## src/rtl/piso_stream.sv

```systemverilog
// Parallel-in / serial-out serializer with a one-word holding buffer, valid/ready load
// handshake, selectable bit order and a shift enable for baud-rate pacing.
module piso_stream #(
    parameter int   WIDTH      = 8,
    parameter bit   MSB_FIRST  = 1'b1,
    parameter logic IDLE_LEVEL = 1'b0
) (
    input  logic             clock,
    input  logic             reset,
    input  logic [WIDTH-1:0] par_in,
    input  logic             in_valid,
    output logic             in_ready,
    input  logic             shift_en,
    output logic             ser_out,
    output logic             ser_valid,
    output logic             frame_start,
    output logic             frame_end,
    output logic             word_done,
    output logic             busy
);

    localparam int CNT_W = (WIDTH > 2) ? $clog2(WIDTH) : 1;
    localparam logic [CNT_W-1:0] CNT_LAST = CNT_W'(WIDTH - 1);
    localparam logic [CNT_W-1:0] CNT_ONE  = CNT_W'(1);

    logic [WIDTH-1:0] shreg;
    logic [WIDTH-1:0] hold;
    logic [CNT_W-1:0] cnt;
    logic             loaded;
    logic             hold_full;

    logic             accept;
    logic             consume;
    logic             last_bit;

    // Move the word one place toward the output bit, filling the vacated end with zero.
    function automatic logic [WIDTH-1:0] shift_toward_out(input logic [WIDTH-1:0] word);
        if (MSB_FIRST)
            return {word[WIDTH-2:0], 1'b0};
        else
            return {1'b0, word[WIDTH-1:1]};
    endfunction

    function automatic logic out_bit(input logic [WIDTH-1:0] word);
        if (MSB_FIRST)
            return word[WIDTH-1];
        else
            return word[0];
    endfunction

    always_comb begin
        accept   = in_valid & ~hold_full;
        consume  = loaded & shift_en;
        last_bit = consume & (cnt == CNT_LAST);
    end

    always_ff @(posedge clock or posedge reset) begin
        if (reset) begin
            shreg     <= '0;
            hold      <= '0;
            cnt       <= '0;
            loaded    <= 1'b0;
            hold_full <= 1'b0;
            word_done <= 1'b0;
        end else begin
            word_done <= last_bit;
            if (last_bit) begin
                // Refill from hold first; a direct accept only happens when hold is empty,
                // which keeps back-to-back words gapless.
                cnt <= '0;
                if (hold_full) begin
                    shreg     <= hold;
                    hold_full <= 1'b0;
                end else if (accept) begin
                    shreg <= par_in;
                end else begin
                    loaded <= 1'b0;
                end
            end else begin
                if (consume) begin
                    shreg <= shift_toward_out(shreg);
                    cnt   <= cnt + CNT_ONE;
                end
                if (accept) begin
                    if (!loaded) begin
                        shreg  <= par_in;
                        cnt    <= '0;
                        loaded <= 1'b1;
                    end else begin
                        hold      <= par_in;
                        hold_full <= 1'b1;
                    end
                end
            end
        end
    end

    // All outputs are decoded from flops only; no input reaches them combinationally.
    always_comb begin
        ser_valid   = loaded;
        ser_out     = loaded ? out_bit(shreg) : IDLE_LEVEL;
        in_ready    = ~hold_full;
        frame_start = loaded & (cnt == '0);
        frame_end   = loaded & (cnt == CNT_LAST);
        busy        = loaded | hold_full;
    end

endmodule

```

## config.mk

```make
export PLATFORM = sky130hd
export DESIGN_NAME = piso_stream
export DESIGN_NICKNAME = d
export VERILOG_FILES = /design/src/rtl/piso_stream.sv
export SDC_FILE = /design/constraint.sdc
export NUM_CORES = 1
export LEC_CHECK = 0
export ABC_CLOCK_PERIOD_IN_PS = 2050
export BUFFER_PORTS_ARGS = -buffer_cell sky130_fd_sc_hd__buf_2
export CAP_MARGIN = 15
export CORE_MARGIN = 4
export CORE_UTILIZATION = 56
export DETAILED_ROUTE_END_ITERATION = 16
export PLACE_DENSITY = 0.85
export SLEW_MARGIN = 20
export SYNTH_ARGS = -nofsm -noshare
export SYNTH_HDL_FRONTEND = slang
export SYNTH_SLANG_ARGS = --single-unit
```

## constraint.sdc

```tcl
create_clock -name clock -period 2.05 [get_ports clock]
set_clock_uncertainty 0.2 [all_clocks]
set_input_delay 0.41 -clock clock [delete_from_list [all_inputs] [get_ports clock]]
set_output_delay 0.41 -clock clock [all_outputs]
set_load 0.03 [all_outputs]
```

# ---- After elaboration in Yosys (flattened, before gate mapping)
# Cells that the tools add are included.
dict set report word_totals {
  out_inout_bits 7
  latch_bits 0
  inputBits 12
  mem_count 0
  mem_bits_rw 0
  romBits 0
  regBits 22
}
dict set report classes {
  shifts 0
  muxes 18
  reduce_logical 6
  magnitude_cmp 0
  bitwise_logic 8
  n_eq_ne 4
  n_div 0
  addsub 1
  mul 0
}
# operator count
set op_table {}
lappend op_table {{2-to-1 mux 8 bit} 6}
lappend op_table {{2-to-1 mux 3 bit} 4}
lappend op_table {{2-to-1 mux 1 bit} 8}
lappend op_table {{AND reduction 3 bit} 2}
lappend op_table {{AND 1 bit} 5}
lappend op_table {{!= test 2 bit, second input constant} 2}
lappend op_table {{nonzero test 2 bit} 2}
lappend op_table {{adder 3 x 1 -> 3 bit, second input constant} 1}
lappend op_table {{equality test 3 bit, second input constant} 1}
lappend op_table {{zero test 3 bit} 1}
lappend op_table {{!= test 3 bit, second input constant} 1}
lappend op_table {{inverter 1 bit} 2}
lappend op_table {{AND reduction 2 bit} 1}
lappend op_table {{OR 1 bit} 1}

# ---- Depth between registers and ports, before layout
# Gate-level depths: netlist (run 1).
dict set report depth {
  ltp_word 5
  ltp_mapped 7
  ltp_nobuf 7
}

# ---- Worst setup path after synthesis (run 1)
# Ideal clock, no wire load.
dict set report synth_path {
  kind {register to output}
  start {reg loaded (netlist: ser_valid)}
  end {out frame_start}
  slack_ns -0.027
  arrival_time_ns 1.467
  stages_incl_launch_ff 5
  required_time_ns 1.440
  path_cell_list {dfrtp_1 buf_2 buf_2 nand2_1 nor2_1}
}
dict set report synth_between {
  elab_chain_len 1
}
# element line
set synth_lines {}
lappend synth_lines {{from (decl)} 29} ;# logic loaded;
lappend synth_lines {{from (signal assigned)} 62} ;# loaded <= 1'b0;
lappend synth_lines {{from (signal assigned)} 77} ;# loaded <= 1'b0;
lappend synth_lines {{from (signal assigned)} 88} ;# loaded <= 1'b1;
lappend synth_lines {{AND 1 bit} 103} ;# frame_start = loaded & (cnt == '0);
lappend synth_lines {{to (decl)} 16} ;# output logic frame_start,
# No other way between the ends.

# ---- Final worst setup path (run 1)
dict set report layout_path {
  start {reg cnt[0]}
  end {out frame_end}
}
dict set report layout_between {
  elab_chain_len 2
}
# element line
set layout_lines {}
lappend layout_lines {{from (decl)} 28} ;# logic [CNT_W-1:0] cnt;
lappend layout_lines {{from (signal assigned)} 82} ;# cnt <= cnt + CNT_ONE;
lappend layout_lines {{equality test 3 bit} 104} ;# frame_end = loaded & (cnt == CNT_LAST);
lappend layout_lines {{AND 1 bit} 104}
lappend layout_lines {{to (decl)} 17} ;# output logic frame_end,
# No other way between the ends.

==> flow_summary.json, run 1 <==
{
  "status": "finished, final reports clean",
  "die-area_mm2": 0.00323,
  "overflow": 0,
  "ys_seq_elements": 22,
  "layout_worst_path_cycle_share": 0.982,
  "num_rows": 17,
  "path_cells": "ha_2, ha_4, and2_4, buf_6",
  "antennaDiodeCount": 0,
  "r2r_start": "cnt[0]$_DFF_PP0_",
  "crit_start": "cnt[0]$_DFF_PP0_",
  "finalHoldViolations": 0,
  "synthesis.area_mm2": 0.00134,
  "grt_max_degree": 23,
  "clk_latency_ps": 310,
  "worst_slack_ps": 36.5,
  "path_max_fanout": 8,
  "min_to": "hold[0]$_DFFE_PP0P_",
  "drive_gt1_frac": 0.323,
  "synth_commonest_cells": "22 x dfrtp_1, 10 x nand2_1, 10 x o21ai_0",
  "drt_first_pass_iters": 4,
  "final_antenna_net_count": 0,
  "slew_viol_final": 0,
  "max_stage_delay_ps": 420,
  "worst_slew_pin_slew_ps": 433,
  "yosysTopAreaCellShare": 0.412,
  "ioPinCount": 19,
  "pre_cts_slack_ps": 160,
  "drt_iter0_markers": 36,
  "worst_path_max_delay_cell": "dfrtp_1",
  "cts_sinks": 22,
  "start_util": 0.598,
  "grt_pass1_wl_mm": 5.29,
  "crit_path_start_kind": "flop",
  "clockRootBuffer": "clkbuf_4",
  "dpl.hpwl_mm": 2.19,
  "yosysSeqAreaShare": 0.412,
  "async_flop_share": 1.00,
  "r2r_slack_ps": 180,
  "core_area_mm2": 0.00223,
  "vdd_drop_max_v": 0.000852,
  "hold_path.startpoint": "par_in[0]",
  "die_x_um": 56.8,
  "gp_congestion": 0.844,
  "cts_tree": "done",
  "synthCells": 139,
  "max_clock_freq_mhz": 497,
  "period_needed_ps": 2010,
  "syn2layout_area_growth_pct": 17.8,
  "synth-main-ff-cell": "dfrtp_1",
  "antenna_found_initial": 0,
  "rsz0062_at_grt": "yes",
  "synth.area.top_cells": "dfrtp_1 41%, mux2_2 6.7%, nor2b_1 4.2%",
  "vias": 1172,
  "path_clk_slew_ps": 130,
  "cp.arrival_ps": 1400,
  "hold_class": "in2reg",
  "worst-setup-path-type": "reg2out",
  "fin_nets": 181,
  "htree_levels": 1,
  "cts_buffer_depth": 2,
  "worst-r2r-cell-count": 6,
  "die_y_um": 56.8,
  "synth_top_cell_by_area": "dfrtp_1",
  "viasPerCell": 6.10,
  "io_buffers": 18,
  "synth-edff-count": 0,
  "synth_most_common_cell": "dfrtp_1",
  "relSlewSlack": 0.708,
  "leakage_uw": 0.000698,
  "cts_buffers": 3,
  "cap_violations": 0,
  "finalHoldWorstSlack_ps": 136,
  "syn_area_per_cell_um2": 9.60,
  "path_buf_inv": 1,
  "setup_viol": 0,
  "synth_nets": 155,
  "rr_endpoint": "hold[3]$_DFFE_PP0P_",
  "yosysUniqueCellTypes": 37,
  "wire_per_inst_um": 16.1,
  "drcViolationCount": 0,
  "final_cell_area_mm2": 0.00157,
  "track_usage": 0.206,
  "placed_area_mm2": 0.00147,
  "routed_wl_mm": 3.09,
  "path_delay_family": "flip-flops",
  "power_density_mw_per_mm2": 1190,
  "whs_path_depth": 2,
  "grt_pass1_vias": 1152,
  "crit_required_ps": 1440,
  "ys_warn_count": 0,
  "cp-end-kind": "primary output"
}
worst reg2reg max path: cells and delay by family (launching register included):
family,cells,cell delay [ps]
muxes,1,340
and+or+nand+nor,2,290
adders and majority gates,2,380
buffers and inverters,1,140
DFF,1,420
routing by layer:
layer / global-route usage / share of wire / vias up
li1: - / - / 549
met1: 0.280 / 0.44 / 567
met2: 0.320 / 0.47 / 46
met3: 0.0345 / 0.056 / 10
met4: 0.0894 / 0.030 / 0
met5: 0 / 0 / -
through the flow:
step	TNS (ps)	power (µW)	utilization	std cells
after floorplan	0	1340	-	139
after global placement	0	1510	0.658	184
after detailed placement	0	1550	0.658	184
after CTS	0	1830	0.690	190
after global routing	-4.95	2000	0.704	192
final	0	1870	0.704	192
where the power goes:
part           switching [µW]  internal [µW]
sequential                169            614
clock                     138            109
combinational             420            416
area by class of cell:
type | instances | area (µm²)
fillers | 177 | 661
clock buffers | 4 | 36.3
multi-input cells | 98 | 713
flip-flops and latches | 22 | 552
inverters | 10 | 37.5
repair buffers | 30 | 199
well taps | 28 | 35.0
registers in the layout (all words and copies together), names as in the netlist:
name,flops
word_done,1
hold_full,1
ser_valid,1
cnt,3
shreg,8
hold,8
repair_timing:
action / 4_1_cts / 5_1_grt
setup buffers: 1 / 2
pin swaps: 1 / 0
gates resized for setup: 4 / 7
endpoints found under the setup margin: 1 / 3
hold endpoints to repair: 22 / 0
hold buffers: 1 / 0
layout by cell type, fill, tap and decap left out, types with 2 or more instances in the layout:
master and n:
dfrtp_1 21, buf_2 16, nand2_1 10, o21ai_0 10, buf_4 10, nor2b_1 9
mux2_2 8, inv_1 8, o22ai_1 8, or3_1 6, nand2b_1 4, a211oi_1 4
nor3_1 4, nand3_1 3, mux2i_1 3, a32o_1 3, clkbuf_4 3, buf_6 3
nand3b_1 2, inv_2 2, and2_1 2, o31ai_1 2, ha_1 2
how the worst max path moves through the flow:
stage               slack, ps                  end  cells past startpoint
finish                     40            frame_end                      4
CTS                         6                 busy                      2
global route               -5            frame_end                      4
global placement          220  hold[5]$_DFFE_PP0P_                      5
floorplan                 100          frame_start                      4
detailed placement        160  hold[3]$_DFFE_PP0P_                      5
logic make-up after synthesis:
kind of cell,Yosys count,share of synthesized area
mux,11,0.0900
compound gates,33,0.168
buf+inv,19,0.0684
flops,22,0.412
fa+ha+maj,4,0.0375
simple gates,50,0.224
(Power assumes the default switching activity.)
==> inputs of run 2 (changes only) <==
--- a/config.mk
+++ b/config.mk
@@ -5,6 +5,7 @@
 export SDC_FILE = /design/constraint.sdc
 export NUM_CORES = 1
 export LEC_CHECK = 0
+export ABC_AREA = 1
 export ABC_CLOCK_PERIOD_IN_PS = 2050
 export BUFFER_PORTS_ARGS = -buffer_cell sky130_fd_sc_hd__buf_2
 export CAP_MARGIN = 15
==> run 2 against run 1 <==
- maximum frequency barely moved
- final cell count up 24%
- first-iteration DRC count is 50% higher
- critical path depth is 1 higher
- die area increased by 0.49%
- worst setup slack better by 0.96 ps
- clock-buffer cell count down 1
- largest power group unchanged
==> flow_summary.json, run 2 <==
{
  "status": "finished, final reports clean",
  "synth_nets": 206,
  "core_area_mm2": 0.00225,
  "path_clk_slew_ps": 130,
  "drcViolationCount": 0,
  "die_x_um": 57.0,
  "syn_area_per_cell_um2": 7.07,
  "num_rows": 17,
  "cts_tree": "done",
  "drt_first_pass_iters": 5,
  "fill_cells": 217,
  "cts_buffers": 3,
  "power_switching_uw": 755,
  "total_power_uw": 1870,
  "final_cell_mix": "48 x nand2_1, 27 x inv_1, 22 x nand3_1",
  "layout_worst_path_cycle_share": 0.982,
  "drive_gt1_frac": 0.175,
  "antennaDiodeCount": 0,
  "final_antenna_net_count": 0,
  "gp_congestion": 0.829,
  "drt_iter0_markers": 54,
  "synthesis.area_mm2": 0.00134,
  "crit_path_start_kind": "flop",
  "setup_viol": 0,
  "power_density_mw_per_mm2": 1220,
  "final_common_cell": "nand2_1",
  "io_buffers": 18,
  "synth.area.top_cells": "dfrtp_1 41%, nand2_1 13%, nand3_1 8.2%",
  "worst_slack_ps": 37.5,
  "max_clock_freq_mhz": 497,
  "die-area_mm2": 0.00325,
  "track_usage": 0.196,
  "synth_most_common_cell": "nand2_1",
  "cap_violations": 0,
  "rsz0062_at_grt": "yes",
  "vdd_drop_max_v": 0.000802,
  "crit_start": "cnt[0]$_DFF_PP0_",
  "combPwrFrac": 0.415,
  "synthCells": 190,
  "crit_required_ps": 1440,
  "worst_slew_pin_slew_ps": 314,
  "pre_cts_slack_ps": 179,
  "fin_nets": 228,
  "final_core_util": 0.679,
  "die_y_um": 57.0,
  "worst-setup-path-type": "reg2out",
  "overflow": 0,
  "wire_per_inst_um": 12.5,
  "hold_class": "in2reg",
  "vias": 1252,
  "leakage_uw": 0.000847,
  "synth-main-ff-cell": "dfrtp_1",
  "yosysSeqAreaShare": 0.410,
  "ioPinCount": 19,
  "p_seq_frac": 0.405,
  "hold_path.startpoint": "par_in[7]",
  "period_needed_ps": 2010,
  "ys_seq_elements": 22,
  "syn2layout_area_growth_pct": 14.1,
  "slew_viol_final": 0,
  "start_util": 0.595,
  "htree_levels": 1,
  "cp-end-kind": "primary output",
  "path_max_fanout": 3,
  "synth_commonest_cells": "48 x nand2_1, 27 x inv_1, 22 x dfrtp_1, 22 x nand3_1",
  "relSlewSlack": 0.790,
  "reg_top3": "hold (8), shreg (8), cnt (3)",
  "clock_power_share": 0.180,
  "finalHoldViolations": 0,
  "multi_input_area_um2": 634,
  "grt_pass1_vias": 1150,
  "ys_warn_count": 0,
  "routed_wl_mm": 2.98,
  "grt_max_degree": 23,
  "yosysTopAreaCellShare": 0.410,
  "viasPerCell": 5.24,
  "cts_sinks": 22,
  "swShare": 0.404,
  "yosysUniqueCellTypes": 21,
  "clockRootBuffer": "clkbuf_4",
  "dpl.hpwl_mm": 2.14,
  "cts_buffer_depth": 2,
  "async_flop_share": 1.00,
  "r2r_start": "cnt[0]$_DFF_PP0_",
  "synth_top_cell_by_area": "dfrtp_1",
  "antenna_found_initial": 0,
  "synth-edff-count": 0,
  "internal_power_uw": 1110,
  "clk_latency_ps": 310,
  "regArea_um2": 552,
  "cp.arrival_ps": 1400,
  "grt_pass1_wl_mm": 5.13
}
## run 2: cell types whose count changed after synthesis, sizes merged, moves of 4 or more
cell    change
a21oi       +9
inv        +18
mux2        -8
nand2      +39
nand2b      -4
nand3      +19
nor2       +15
nor2b      -10
o21ai      +15
o22ai       -8
or3         -6
## run 2: area by class of cell
class	instances	area share
clock buffers	3	0.0147
clock inverters	1	0.0196
inverters	28	0.0686
multi-input cells	131	0.414
flip-flops and latches	22	0.360
well taps	28	0.0229
repair buffers	26	0.0997
## run 2: timing repair
| action | CTS | global route |
|---|---|---|
| endpoints found under the hold margin | 22 | 0 |
| setup buffers | 0 | 2 |
| setup endpoints to repair | 0 | 5 |
| resized for setup | 0 | 2 |
| hold buffers | 1 | 0 |
## run 2: path summary, 6_finish.rpt
kind / to / slack, ps / cells after the start
setup / recovery: frame_end / 40 / 5
hold / removal: hold[7]$_DFFE_PP0P_ / 160 / 3
setup reg to reg: hold_full$_DFFE_PP0P_ / 170 / 9
hold reg to reg: hold[0]$_DFFE_PP0P_ / 310 / 2
max in group asynchronous: ser_valid$_DFFE_PP0P_ / 950 / 4
min in group asynchronous: hold[6]$_DFFE_PP0P_ / 450 / 4
## run 2: through the flow
step / cell area (µm²) / TNS, ps / instances / hold slack (ps)
after global routing: 1530 / -54.8 / 239 / 177
after CTS: 1510 / 0 / 237 / 158
after global placement: 1450 / 0 / 232 / 254
after floorplan: 1340 / 0 / 190 / 199
after detailed placement: 1450 / 0 / 232 / 261
final: 1530 / 0 / 239 / 164
## run 2: cell families after synthesis
group           synth area share
compound gates             0.138
simple gates               0.294
flops                      0.410
fa+ha+maj                 0.0373
buf+inv                    0.121
## run 2: critical path, cell delays in order, from the launching register on
cell and delay (ps):
dfrtp_1 430, ha_1 210, ha_1 190, nand2_1 70, inv_1 30, buf_2 160
## run 2: power groups by stage
stage                     registers, µW  clock network, µW  logic, µW
after floorplan                     743                  0        580
after global placement              741                  0        725
after detailed placement            756                  0        759
after CTS                           748                342        766
after global routing                782                363        893
final                               758                336        775
## run 2: metal layers
layer	share of wire	GRT usage
met1	0.47	0.279
met2	0.47	0.313
met3	0.055	0.0294
met4	0.010	0.0497
met5	0	0
